--- src/rtl/instr_sequencer_if.sv ---
// Instruction fetch port of instr_sequencer: the master holds req/addr
// until the slave answers with ack and rdata in the same cycle.
interface instr_sequencer_if #(
    parameter int AW = 8
);
    logic          req;
    logic [AW-1:0] addr;
    logic          ack;
    logic [15:0]   rdata;

    modport master (
        output req,
        output addr,
        input  ack,
        input  rdata
    );

    modport slave (
        input  req,
        input  addr,
        output ack,
        output rdata
    );
endinterface

--- src/rtl/instr_sequencer.sv ---
// Multi-cycle fetch/decode/issue sequencer for the 16-bit datapath.
// Optional macro ILLEGAL_TRAP_EN: illegal opcodes set err and halt.
module instr_sequencer #(
    parameter int AW      = 8,
    parameter int MUL_LAT = 3
) (
    input  logic              clk,
    input  logic              rst_n,
    input  logic              start,
    instr_sequencer_if.master imem,
    output logic              dp_valid,
    output logic [3:0]        dp_op_code,
    output logic [2:0]        dp_rs,
    output logic [2:0]        dp_rt,
    output logic [2:0]        dp_rd,
    output logic [2:0]        dp_shamt,
    output logic [5:0]        dp_constant,
    output logic              dp_sel,
    output logic              busy,
    output logic              halted,
    output logic              err,
    output logic [15:0]       retired
);

    typedef enum logic [2:0] {
        S_IDLE,
        S_FETCH,
        S_DECODE,
        S_EXEC,
        S_MULW,
        S_HALT
    } state_e;

    localparam logic [3:0] OP_HALT = 4'b1001;
    localparam logic [3:0] OP_MUL  = 4'b1110;
    localparam logic [3:0] MUL_WAIT = 4'(MUL_LAT - 1);

    state_e        state_q, state_d;
    logic [AW-1:0] pc_q, pc_d;
    logic [15:0]   ir_q, ir_d;
    logic [3:0]    op_q, op_d;
    logic [2:0]    rs_q, rs_d;
    logic [2:0]    rt_q, rt_d;
    logic [2:0]    rd_q, rd_d;
    logic [2:0]    sh_q, sh_d;
    logic [5:0]    k_q, k_d;
    logic          sel_q, sel_d;
    logic          err_q, err_d;
    logic [15:0]   ret_q, ret_d;
    logic [3:0]    cnt_q, cnt_d;

    logic [3:0]    ir_op;
    logic          op_halt;
    logic          op_ill;
    logic          op_imm;
    logic [AW-1:0] pc_inc;

    assign ir_op   = ir_q[15:12];
    assign op_halt = (ir_op == OP_HALT);
    assign op_ill  = (ir_op == 4'b1010)
                  || (ir_op == 4'b1011)
                  || (ir_op == 4'b1100);
    assign op_imm  = (ir_op >= 4'b0101)
                  && (ir_op <= 4'b1000);
    assign pc_inc  = pc_q + AW'(1);

    always_comb begin
        state_d = state_q;
        pc_d    = pc_q;
        ir_d    = ir_q;
        op_d    = op_q;
        rs_d    = rs_q;
        rt_d    = rt_q;
        rd_d    = rd_q;
        sh_d    = sh_q;
        k_d     = k_q;
        sel_d   = sel_q;
        err_d   = err_q;
        ret_d   = ret_q;
        cnt_d   = cnt_q;

        unique case (state_q)
            S_IDLE, S_HALT: begin
                if (start) begin
                    pc_d    = '0;
                    err_d   = 1'b0;
                    ret_d   = '0;
                    state_d = S_FETCH;
                end
            end
            S_FETCH: begin
                if (imem.ack) begin
                    ir_d    = imem.rdata;
                    state_d = S_DECODE;
                end
            end
            S_DECODE: begin
                unique case (1'b1)
                    op_halt: state_d = S_HALT;
                    op_ill: begin
`ifdef ILLEGAL_TRAP_EN
                        err_d   = 1'b1;
                        state_d = S_HALT;
`else
                        pc_d    = pc_inc;
                        state_d = S_FETCH;
`endif
                    end
                    default: begin
                        op_d = ir_op;
                        rs_d = ir_q[11:9];
                        rt_d = ir_q[8:6];
                        if (op_imm) begin
                            rd_d  = '0;
                            sh_d  = '0;
                            k_d   = ir_q[5:0];
                            sel_d = 1'b1;
                        end else begin
                            rd_d  = ir_q[5:3];
                            sh_d  = ir_q[2:0];
                            k_d   = '0;
                            sel_d = 1'b0;
                        end
                        state_d = S_EXEC;
                    end
                endcase
            end
            S_EXEC: begin
                if (ret_q != 16'hFFFF) begin
                    ret_d = ret_q + 16'd1;
                end
                if (op_q == OP_MUL) begin
                    cnt_d   = MUL_WAIT;
                    state_d = S_MULW;
                end else begin
                    pc_d    = pc_inc;
                    state_d = S_FETCH;
                end
            end
            S_MULW: begin
                if (cnt_q == 4'd0) begin
                    pc_d    = pc_inc;
                    state_d = S_FETCH;
                end else begin
                    cnt_d = cnt_q - 4'd1;
                end
            end
            default: state_d = S_IDLE;
        endcase
    end

    always_ff @(posedge clk or negedge rst_n) begin
        if (!rst_n) begin
            state_q <= S_IDLE;
            pc_q    <= '0;
            ir_q    <= '0;
            op_q    <= '0;
            rs_q    <= '0;
            rt_q    <= '0;
            rd_q    <= '0;
            sh_q    <= '0;
            k_q     <= '0;
            sel_q   <= 1'b0;
            err_q   <= 1'b0;
            ret_q   <= '0;
            cnt_q   <= '0;
        end else begin
            state_q <= state_d;
            pc_q    <= pc_d;
            ir_q    <= ir_d;
            op_q    <= op_d;
            rs_q    <= rs_d;
            rt_q    <= rt_d;
            rd_q    <= rd_d;
            sh_q    <= sh_d;
            k_q     <= k_d;
            sel_q   <= sel_d;
            err_q   <= err_d;
            ret_q   <= ret_d;
            cnt_q   <= cnt_d;
        end
    end

    // addr comes straight from PC, so it cannot move while req is held
    assign imem.req    = (state_q == S_FETCH);
    assign imem.addr   = pc_q;

    assign dp_valid    = (state_q == S_EXEC);
    assign dp_op_code  = op_q;
    assign dp_rs       = rs_q;
    assign dp_rt       = rt_q;
    assign dp_rd       = rd_q;
    assign dp_shamt    = sh_q;
    assign dp_constant = k_q;
    assign dp_sel      = sel_q;

    assign busy    = (state_q != S_IDLE) && (state_q != S_HALT);
    assign halted  = (state_q == S_HALT);
    assign err     = err_q;
    assign retired = ret_q;

endmodule

--- src/flat_wrapper.sv ---
// flat-port wrapper written by rule: the top's interface ports become plain ports
module instr_sequencer_flat 
#(
    parameter int AW      = 8,
    parameter int MUL_LAT = 3
)
  (clk, rst_n, start, dp_valid, dp_op_code, dp_rs, dp_rt, dp_rd, dp_shamt, dp_constant, dp_sel, busy, halted, err, retired, imem_req, imem_addr, imem_ack, imem_rdata);
  instr_sequencer_if #(.AW(AW)) imem_i ();
  input  logic clk;
  input  logic rst_n;
  input  logic start;
  output logic dp_valid;
  output logic [3:0] dp_op_code;
  output logic [2:0] dp_rs;
  output logic [2:0] dp_rt;
  output logic [2:0] dp_rd;
  output logic [2:0] dp_shamt;
  output logic [5:0] dp_constant;
  output logic dp_sel;
  output logic busy;
  output logic halted;
  output logic err;
  output logic [15:0] retired;
  output wire logic [$bits(imem_i.req)-1:0] imem_req;
  output wire logic [$bits(imem_i.addr)-1:0] imem_addr;
  input wire logic [$bits(imem_i.ack)-1:0] imem_ack;
  input wire logic [$bits(imem_i.rdata)-1:0] imem_rdata;
  assign imem_req = imem_i.req;
  assign imem_addr = imem_i.addr;
  assign imem_i.ack = imem_ack;
  assign imem_i.rdata = imem_rdata;
  instr_sequencer #(.AW(AW), .MUL_LAT(MUL_LAT)) u_core (.clk(clk), .rst_n(rst_n), .start(start), .imem(imem_i), .dp_valid(dp_valid), .dp_op_code(dp_op_code), .dp_rs(dp_rs), .dp_rt(dp_rt), .dp_rd(dp_rd), .dp_shamt(dp_shamt), .dp_constant(dp_constant), .dp_sel(dp_sel), .busy(busy), .halted(halted), .err(err), .retired(retired));
endmodule
--- config.mk ---
export PLATFORM = sky130hd
export DESIGN_NAME = instr_sequencer_flat
export DESIGN_NICKNAME = d
export VERILOG_FILES = /design/src/rtl/instr_sequencer_if.sv /design/src/rtl/instr_sequencer.sv /design/src/flat_wrapper.sv
export SDC_FILE = /design/constraint.sdc
export NUM_CORES = 1
export LEC_CHECK = 0
export CORE_ASPECT_RATIO = 1.75
export CORE_MARGIN = 4
export CORE_UTILIZATION = 30
export CTS_BUF_LIST = sky130_fd_sc_hd__clkbuf_4
export CTS_CLUSTER_DIAMETER = 40
export DETAILED_ROUTE_END_ITERATION = 8
export GPL_TIMING_DRIVEN = 0
export RECOVER_POWER = 25
export SETUP_SLACK_MARGIN = 0.4
export SYNTH_ARGS = -nofsm -noshare
export SYNTH_HDL_FRONTEND = slang
export SYNTH_SLANG_ARGS = --single-unit
--- constraint.sdc ---
create_clock -name clk -period 2.1 [get_ports clk]
set_input_delay 0.42 -clock clk [delete_from_list [all_inputs] [get_ports clk]]
set_output_delay 0.42 -clock clk [all_outputs]
set_load 0.1 [all_outputs]
==> results.toml, run 1 <==
[run_status]
result_of_the_run = "completed"

[pwr]
power.share.switching = 0.524
power.clock.fraction = 0.107
sequentialPowerShare = 0.257
internal_portion_of_total_power_uw = 3990
power_density_nw_per_um2 = 1540
comb_power_share = 0.636
power.net_switching_uw = 4380
static-leakage-power_uw = 0.00245
vdd_ir_drop_max_v = 0.00101

[timing]
timing.final.crit_share = 0.999
timing_worst_slew_pin_value_ns = 0.819
final-setup-viol-count = 0
hold_violations = 0
grt_setup_unrepaired = "true"
fmax_mhz = 477
finalClockSkew_ns = 0.0200
timing.max_slew.rel_slack = 0.454
finalWorstPathRequiredPeriod_ns = 2.10
setup_ws_ns = 0.00207
report.final.slew_viol_count = 0

[die]
initial_utilization = 0.311
die-area_sq_um = 13500
die_span_in_y_um = 151
design.portCount = 72
die_width_um = 89.6
core.rowCount = 51
floorplan.core_area_sq_um = 11200

[critical_path]
worstSetupEndpointType = "output pin"
crit_required_ns = 1.68
critPathMaxFanout = 4
critical-path-max-stage-delay_ns = 0.43
number_of_cell_instances_on_the_worst_register_to_register_path = 5
critical_path_cell_count = 3
critPathLaunchType = "register"
path_cells = "and2b_2 -> or3_4 -> buf_12"
worstSetupPathType = "reg -> out"
worstPathArrival_ns = 1.68
r2r_setup_slk_ns = 0.23
crit_buf_inv = 1
cpMaxStageDelayCell = "dfrtp_1"
critPathTopFamily = "simple AND/OR/NAND/NOR gates"

[finish]
n_fill_cell = 1046
area_growth_from_synthesis_to_final_layout_pct = 56.0
layout-drive-gt1-share = 0.507
final_nets = 512
multi_input_combinational_cell_area_sq_um = 1840
layout.area.seq_sq_um = 1840
final_core_utilization = 0.485
antenna_cells_inserted = 0

[place]
dpl_ws_ns = -0.741
dp_hpwl_um = 6210
io_buffers = 70
gp_routability_congestion = 0.773

[logic_synthesis]
synth_fp_nets = 370
post_synthesis_share_of_cell_area_spent_on_and_or_nand_and_nor_gates = 0.207
netlist.top_cell.by_area = "dfrtp_1"
synth.avg_cell_area_sq_um = 10.1
synth.ff_latch_count = 70
yosys.area_share.adder = 0.0172
synthCells = 346
synthesized_area_fraction_occupied_by_ao_oa_aoi_and_oai_cells = 0.156
synth-edff-count = 0
ys_async_rst_share = 1.00
yosys_most_used_dff = "dfrtp_1"
synth-warning-count = 0
post_synth_xor_area_fraction = 0.0125
muxShareOfSynthArea = 0.0634
yosys.cell_types.count = 55
synth_sequential_area_ratio = 0.502
syn_area_sq_um = 3490
ys_top_cells_by_area = "dfrtp_1 50%, nand2_1 7.7%, mux2_2 5.5%"
main_combinational_cell_family_by_area_after_synthesis = "simple AND/OR/NAND/NOR gates"
synth_top_cell_area_share = 0.502

[global_route]
largest_net_degree_at_the_start_of_global_routing = 59
grt_antenna_before_repair = 0
grt_pass1_wl_um = 15600
grt_usage = 0.149
overflow = 0
grt_pass1_vias = 3196

[min_path]
hold_path.class = "reg -> reg"
whs_path_depth = 2

[cts]
clkLatencyLatePin_ns = 0.42
tritoncts = "done"
clock_slew_seen_by_the_registers_of_the_worst_setup_and_hold_paths_ns = 0.12
cts_num_sinks = 70
ctsRootBufferMaster = "clkbuf_4"
h-tree-depth = 3
numCtsBuffers = 9
ctsLongestPathBuffers = 2

[routing]
post_route_drc = 0
antenna_violating_nets_remaining = 0
drt-initial-drc-count = 112
detail_route.vias_per_cell = 5.06
drt_pass1_iterations = 4
routed_wirelength_um = 9840
final_routed_wire_length_divided_by_cell_count_um = 15.7
vias = 3164

[flow_run]
max-cap-violations = 0
[path summary, 6_finish.rpt]
path | startpoint | to
setup / recovery | u_core.state_q[2] | busy
hold / removal | u_core.ir_q[10] | u_core.dp_rs[1]
setup reg to reg | u_core.retired[10] | u_core.retired[1]
hold reg to reg | u_core.ir_q[10] | u_core.dp_rs[1]
max in group asynchronous | rst_n | u_core.retired[1]
min in group asynchronous | rst_n | u_core.dp_rd[0]
[cell type report]
type | instances | share of cell area
buffer | 16 | 0.0253
clock buffer | 9 | 0.0124
clock inverter | 7 | 0.0133
inverter | 9 | 0.00666
multi-input combinational | 251 | 0.337
sequential | 70 | 0.338
tap | 132 | 0.0303
timing repair buffer | 131 | 0.237
[placed cells by master (no fill, tap or decap), types with 4 or more instances in the layout]
master | netlist | routed
nor2_1 | 17 | 13
o22a_2 | 4 | 4
a21oi_1 | 5 | 4
clkbuf_4 | 0 | 25
inv_1 | 9 | 5
dfrtp_4 | 0 | 21
buf_4 | 4 | 67
buf_6 | 4 | 24
nand2_1 | 72 | 70
and3_1 | 9 | 8
clkdlybuf4s50_1 | 0 | 18
o31ai_2 | 3 | 5
a31oi_1 | 5 | 4
nor3_1 | 6 | 4
nand3_1 | 20 | 17
mux2_2 | 17 | 17
dfrtp_2 | 0 | 8
o21ai_0 | 21 | 15
buf_12 | 0 | 14
a221o_2 | 4 | 4
o21ai_1 | 2 | 4
nor2b_1 | 7 | 7
dfrtp_1 | 70 | 41
[power groups by stage]
stage                     registers [uW]  logic [uW]  clock network (uW)
final                               2150        5320                 899
after global routing                2220        5610                1000
after CTS                           2150        5010                 931
after detailed placement            2210        4480                   0
after global placement              2210        4440                   0
after floorplan                     3920        1680                   0
[through the flow]
step / TNS [ns] / hold slack [ns] / cells / cell area [sq um] / total power (uW)
CTS: -0.0364 / 0.331 / 603 / 5100 / 8090
finish: 0 / 0.475 / 625 / 5450 / 8370
detailed placement: -4.85 / 0.285 / 549 / 4540 / 6700
global placement: -154.19 / 0.450 / 548 / 4510 / 6640
global route: -0.122 / 0.503 / 625 / 5450 / 8830
floorplan: 0 / 0.124 / 346 / 3650 / 5610
[worst min-delay path: cells and delay by family, from the launching register on]
kind / cells / cell delay (ns)
DFF: 1 / 0.36
and+or+nand+nor: 2 / 0.10
[cell families (layout without fill, tap and decap cells)]
group | after synthesis | in the layout
and+or+nand+nor | 154 | 154
DFF | 70 | 70
AOI/OAI and AO/OA | 66 | 66
buffers and inverters | 25 | 172
muxes | 20 | 20
adders and majority gates | 5 | 5
xor gates and xnor gates | 5 | 5
other | 1 | 1
[synthesized netlist by cell type (3+ instances only)]
cell,number
nor2b_1,7
ha_1,4
a21oi_1,5
nor2_1,17
inv_1,9
mux2i_1,3
o22a_2,4
buf_6,4
buf_2,4
nand2b_1,4
nand4_1,3
a22o_1,3
a21o_2,3
a31oi_1,5
o21ai_0,21
nand2_1,72
and3_1,9
clkbuf_1,4
nand3_1,20
o31ai_2,3
o31ai_1,3
dfrtp_1,70
xnor2_1,3
buf_4,4
nor3_1,6
mux2_2,17
or3_1,3
a221o_2,4
nor4_1,3
[flip-flops by register name, summed over array words and instances (netlist names)]
name / flops
u_core.dp_rt: 3
u_core.dp_sel: 1
u_core.state_q: 3
u_core.dp_rd: 3
u_core.dp_rs: 3
u_core.dp_op_code: 4
u_core.ir_q: 16
u_core.dp_shamt: 3
u_core.cnt_q: 4
u_core.imem.addr: 8
u_core.dp_constant: 6
u_core.retired: 16
[routing by layer]
metal | global-route usage | routed length, um | part of all wire | up-vias
met5 | 0 | 0 | 0 | -
met3 | 0.0465 | 592 | 0.060 | 23
li1 | - | - | - | 1501
met1 | 0.164 | 3740 | 0.38 | 1543
met4 | 0.0559 | 288 | 0.029 | 0
met2 | 0.260 | 5230 | 0.53 | 97
[repair_timing]
item | CTS | global route
cloned | 1 | 0
endpoints found under the hold margin | 12 | 0
endpoints found under the setup margin | 112 | 80
gates resized for setup | 367 | 56
hold buffers | 1 | 0
pin swaps | 17 | 11
buffers inserted | 36 | 22
Power figures use the tool's default switching activity.
==> run 2, diff against run 1 <==
Settings changed: RECOVER_POWER 25 to not set, REMOVE_ABC_BUFFERS set to 1.
==> run 2 against run 1 <==
Routed wire length down 2.4%. Critical path depth is the same. Via count down 1.9%. Design area decreased by 5.8%. Die area did not move. Total power decreased by 1.9%. Sequential share of layout area is 0.63 points higher. Fmax up 1.4%. Critical path type unchanged. Largest cell class is now multi-input gates. Highest routed layer unchanged.
==> results.toml, run 2 (synthesized netlist as in run 1, its figures left out) <==
[critical_path]
worstSetupEndpointType = "output pin"
path_cells = "and2b_4 -> or3_4 -> buf_12"
crit_required_ns = 1.68
critPathMaxFanout = 5
cpMaxStageDelayCell = "dfrtp_2"
critPathTopFamily = "simple AND/OR/NAND/NOR gates"
crit_buf_inv = 1
worstSetupPathType = "reg -> out"
critPathLaunchType = "register"
worstPathArrival_ns = 1.65
critical-path-max-stage-delay_ns = 0.42

[finish]
final_nets = 490
area_growth_from_synthesis_to_final_layout_pct = 46.9
n_fill_cell = 1069
mostFrequentLayoutCell = "nand2_1"
antenna_cells_inserted = 0
layout-drive-gt1-share = 0.444
mostFrequentLayoutCells = "69 x nand2_1, 62 x buf_4, 59 x dfrtp_1"
layoutNonFillerInstCount = 603

[timing]
fmax_mhz = 483
hold_violations = 0
setup_ws_ns = 0.0310
report.final.slew_viol_count = 0
finalClockSkew_ns = 0.0162
timing.final.crit_share = 0.985
final-setup-viol-count = 0
grt_setup_unrepaired = "true"
finalWorstPathRequiredPeriod_ns = 2.07

[die]
floorplan.core_area_sq_um = 11200
die_width_um = 89.6
initial_utilization = 0.311
die_span_in_y_um = 151
core.rowCount = 51
design.portCount = 72
die-area_sq_um = 13500

[cts]
clkLatencyLatePin_ns = 0.41
ctsRootBufferMaster = "clkbuf_4"
ctsLongestPathBuffers = 2
h-tree-depth = 3
cts_num_sinks = 70
tritoncts = "done"
numCtsBuffers = 9
clock_slew_seen_by_the_registers_of_the_worst_setup_and_hold_paths_ns = 0.11

[place]
dp_hpwl_um = 6030
io_buffers = 70
post-place-cells = 535
gp_routability_congestion = 0.851
dpl_ws_ns = -1.19

[flow_run]
max-cap-violations = 0

[pwr]
static-leakage-power_uw = 0.00241
vdd_ir_drop_max_v = 0.00135
power_density_nw_per_um2 = 1600

[routing]
routedLengthMet1_um = 3650
vias = 3105
routed_wirelength_um = 9600
final_routed_wire_length_divided_by_cell_count_um = 15.9
drt-initial-drc-count = 128
post_route_drc = 0
detail_route.vias_per_cell = 5.15
met2RoutedLength_um = 5150
antenna_violating_nets_remaining = 0
total_length_of_routed_met3_wires_um = 610
drt_pass1_iterations = 4
top_layer = "met4"

[min_path]
hold_path.class = "reg -> reg"

[global_route]
grt_usage = 0.141
largest_net_degree_at_the_start_of_global_routing = 37
overflow = 0
grt_pass1_wl_um = 14800
grt_pass1_vias = 2924
grt_antenna_before_repair = 0

[run_status]
result_of_the_run = "completed"
## run 2: cell types whose count changed in the layout (fill, tap and decap cells not counted), moves of 3 or more
cell / delta
buf_4: -5
dfrtp_1: +18
o21ai_0: -4
mux2_2: -16
o21ai_1: +5
dfrtp_4: -21
dfrtp_2: +3
clkbuf_4: +3
buf_12: -7
buf_6: -7
mux2_4: +16
## run 2: cell type report
cell class	instances	area (sq um)	share of cell area
Sequential cell	70	1770	0.344
Timing Repair Buffer	125	1160	0.226
Multi-Input combinational cell	251	1890	0.369
Tap cell	132	165	0.0322
Clock inverter	4	23.8	0.00463
Clock buffer	12	90.1	0.0176
Inverter	9	37.5	0.00732
## run 2: layer usage
layer,global-route usage,up-vias
li1,-,1465
met1,0.165,1528
met2,0.243,94
met3,0.0416,18
met4,0.0410,0
met5,0,-
## run 2: metrics by stage
step	hold slack, ns	utilization	TNS [ns]	instance area [sq um]	power [uW]
after CTS	0.479	0.411	-0.0257	4620	7530
after floorplan	0.124	-	-7.43	3380	5320
after global routing	0.500	0.457	-0.0405	5130	8680
final	0.476	0.457	0	5130	8220
after detailed placement	0.416	0.383	-6.41	4300	6450
after global placement	0.446	0.378	-162.38	4250	6340
## run 2: where the power goes
group / switching (uW) / internal, uW
combinational: 3450 / 1790
sequential: 421 / 1790
clock: 481 / 278
## run 2: worst paths after layout
path,startpoint,end,slack [ns],depth (start not counted)
max,u_core.state_q[2],busy,0.03,3
min,u_core.ir_q[9],u_core.dp_rs[0],0.48,2
max reg2reg,u_core.state_q[1],u_core.retired[12],0.23,8
min reg2reg,u_core.ir_q[9],u_core.dp_rs[0],0.48,2
max in group asynchronous,rst_n,u_core.ir_q[14],1.03,3
min in group asynchronous,rst_n,u_core.imem.addr[5],0.50,2
## run 2: worst min-delay path: stages (launching register included)
cell and delay (ns):
dfrtp_1 0.36, nand2_1 0.05, nand2_1 0.05
## run 2: timing repair
| action | in CTS | in global routing |
|---|---|---|
| cloned | 0 | 1 |
| resized for setup | 343 | 79 |
| endpoints found under the hold margin | 35 | 0 |
| setup endpoints to repair | 100 | 94 |
| buffers inserted | 23 | 27 |
| hold buffers | 1 | 0 |
| pin swaps | 9 | 21 |
==> run 3, diff against run 2 <==
Settings changed: CORE_ASPECT_RATIO 1.75 to 0.9.
==> run 3 against run 2 <==
First-iteration DRC count rose by 1.6%. Non-clock buffer count rose by 19. Register-to-register slack barely moved. Fmax barely moved. Utilization rose by 3.1 points. Cell count rose by 7.1%. Routed wire length rose by 6.7%. Clock power rose by 49%. Hold slack got worse by 0.0032 ns.
==> results.toml, run 3 (synthesized netlist as in run 1, its figures left out) <==
[finish]
n_fill_cell = 1059
mostFrequentLayoutCell = "buf_4"
multi_input_combinational_cell_area_sq_um = 2000
antenna_cells_inserted = 0
layout.area.seq_sq_um = 1770
final_nets = 509
layoutNonFillerInstCount = 646
mostFrequentLayoutCells = "69 x buf_4, 65 x nand2_1, 55 x dfrtp_1"
area_growth_from_synthesis_to_final_layout_pct = 59.0
layout-drive-gt1-share = 0.508
final_cell_area_sq_um = 5550

[die]
initial_utilization = 0.307
die_span_in_y_um = 110
die_width_um = 122
die-area_sq_um = 13400
core.rowCount = 37
floorplan.core_area_sq_um = 11400
design.portCount = 72

[routing]
final_routed_wire_length_divided_by_cell_count_um = 15.9
drt_pass1_iterations = 4
vias = 3088
routed_wirelength_um = 10200
antenna_violating_nets_remaining = 0
drt-initial-drc-count = 130
detail_route.vias_per_cell = 4.78
post_route_drc = 0

[place]
placed_cell_areas_sq_um = 4330
dp_hpwl_um = 5650
io_buffers = 70
post-place-cells = 559
gp_routability_congestion = 0.701

[min_path]
hold_path.class = "in -> async"

[global_route]
grt_usage = 0.150
largest_net_degree_at_the_start_of_global_routing = 38
overflow = 0
grt_pass1_wl_um = 15800
grt_antenna_before_repair = 0
grt_pass1_vias = 3128

[timing]
finalClockSkew_ns = 0.0179
report.final.slew_viol_count = 0
timing.final.crit_share = 0.984
final-setup-viol-count = 0
hold_violations = 0
fmax_mhz = 484
grt_setup_unrepaired = "true"
final.setup.tns_ns = 0
finalWorstPathRequiredPeriod_ns = 2.07

[pwr]
power.net_switching_uw = 4540
power.share.switching = 0.510
comb_power_share = 0.618
vdd_ir_drop_max_v = 0.00123
static-leakage-power_uw = 0.00257
design_power_total_uw = 8900
sequentialPowerShare = 0.254
power.clock.fraction = 0.127
internal_portion_of_total_power_uw = 4360
power_density_nw_per_um2 = 1600

[critical_path]
timing.rr.start = "u_core.state_q[2]"
r2r_setup_slk_ns = 0.23
crit_buf_inv = 1
critPathTopFamily = "simple AND/OR/NAND/NOR gates"
critPathLaunchType = "register"
path_cells = "and2b_4 -> or3_4 -> buf_12"
worstSetupPathType = "reg -> out"
critical-path-max-stage-delay_ns = 0.44
critPathMaxFanout = 4
cp-startpoint = "u_core.state_q[0]"
r2r-end = "u_core.imem.addr[4]"
worstSetupEndpointType = "output pin"
cpMaxStageDelayCell = "dfrtp_2"
crit_required_ns = 1.68
number_of_cell_instances_on_the_worst_register_to_register_path = 8
worstPathArrival_ns = 1.65

[cts]
clkLatencyLatePin_ns = 0.43
h-tree-depth = 3
tritoncts = "done"
numCtsBuffers = 9
ctsLongestPathBuffers = 2
clock_slew_seen_by_the_registers_of_the_worst_setup_and_hold_paths_ns = 0.13
ctsRootBufferMaster = "clkbuf_4"
cts_num_sinks = 70

[flow_run]
max-cap-violations = 0

[run_status]
result_of_the_run = "completed"
-- run 3: power groups by stage --
| stage | Clock, uW | Combinational [uW] | Sequential (uW) |
|---|---|---|---|
| after CTS | 1170 | 5060 | 2220 |
| after global routing | 1220 | 5780 | 2330 |
| after floorplan | 0 | 1410 | 3910 |
| after global placement | 0 | 4090 | 2240 |
| after detailed placement | 0 | 4180 | 2260 |
| final | 1130 | 5500 | 2260 |
-- run 3: metal layers --
metal	up-vias	GRT usage	share of wire
met5	-	0	0
met2	61	0.252	0.50
met1	1521	0.187	0.43
li1	1495	-	-
met4	0	0.0328	0.012
met3	11	0.0551	0.054
-- run 3: metrics by stage --
stage,hold slack (ns),util,setup slack (ns)
global placement,0.445,0.376,-1.93
floorplan,0.124,-,-0.442
CTS,0.469,0.453,-0.00701
finish,0.473,0.488,0.0326
global route,0.475,0.488,-0.0362
detailed placement,0.407,0.380,-1.25
-- run 3: final cells by class --
cell class,instances,area share
Sequential cell,70,0.319
Timing Repair Buffer,144,0.245
Multi-Input combinational cell,251,0.360
Tap cell,156,0.0351
Clock inverter,6,0.0198
Clock buffer,10,0.0135
Inverter,9,0.00676
-- run 3: worst max-delay path by stage --
stage	end	slack (ns)	depth (start not counted)
after floorplan	u_core.retired[1]	-0.44	5
after global placement	u_core.dp_rs[0]	-1.93	1
after detailed placement	dp_valid	-1.25	4
after CTS	busy	-0.007	4
after global routing	busy	-0.04	3
final	busy	0.03	3
-- run 3: worst reg2reg max path: cells and delay by family (launching register included) --
family	cells	cell delay [ns]
AOI/OAI and AO/OA	3	0.54
buffers and inverters	3	0.36
DFF	1	0.44
and+or+nand+nor	2	0.45
-- run 3: timing repair --
item,CTS,global route
gates cloned,2,2
endpoints found under the hold margin,33,0
pin swaps,30,15
gates resized for setup,391,78
endpoints found under the setup margin,107,92
setup buffers,50,16
hold buffers,1,0
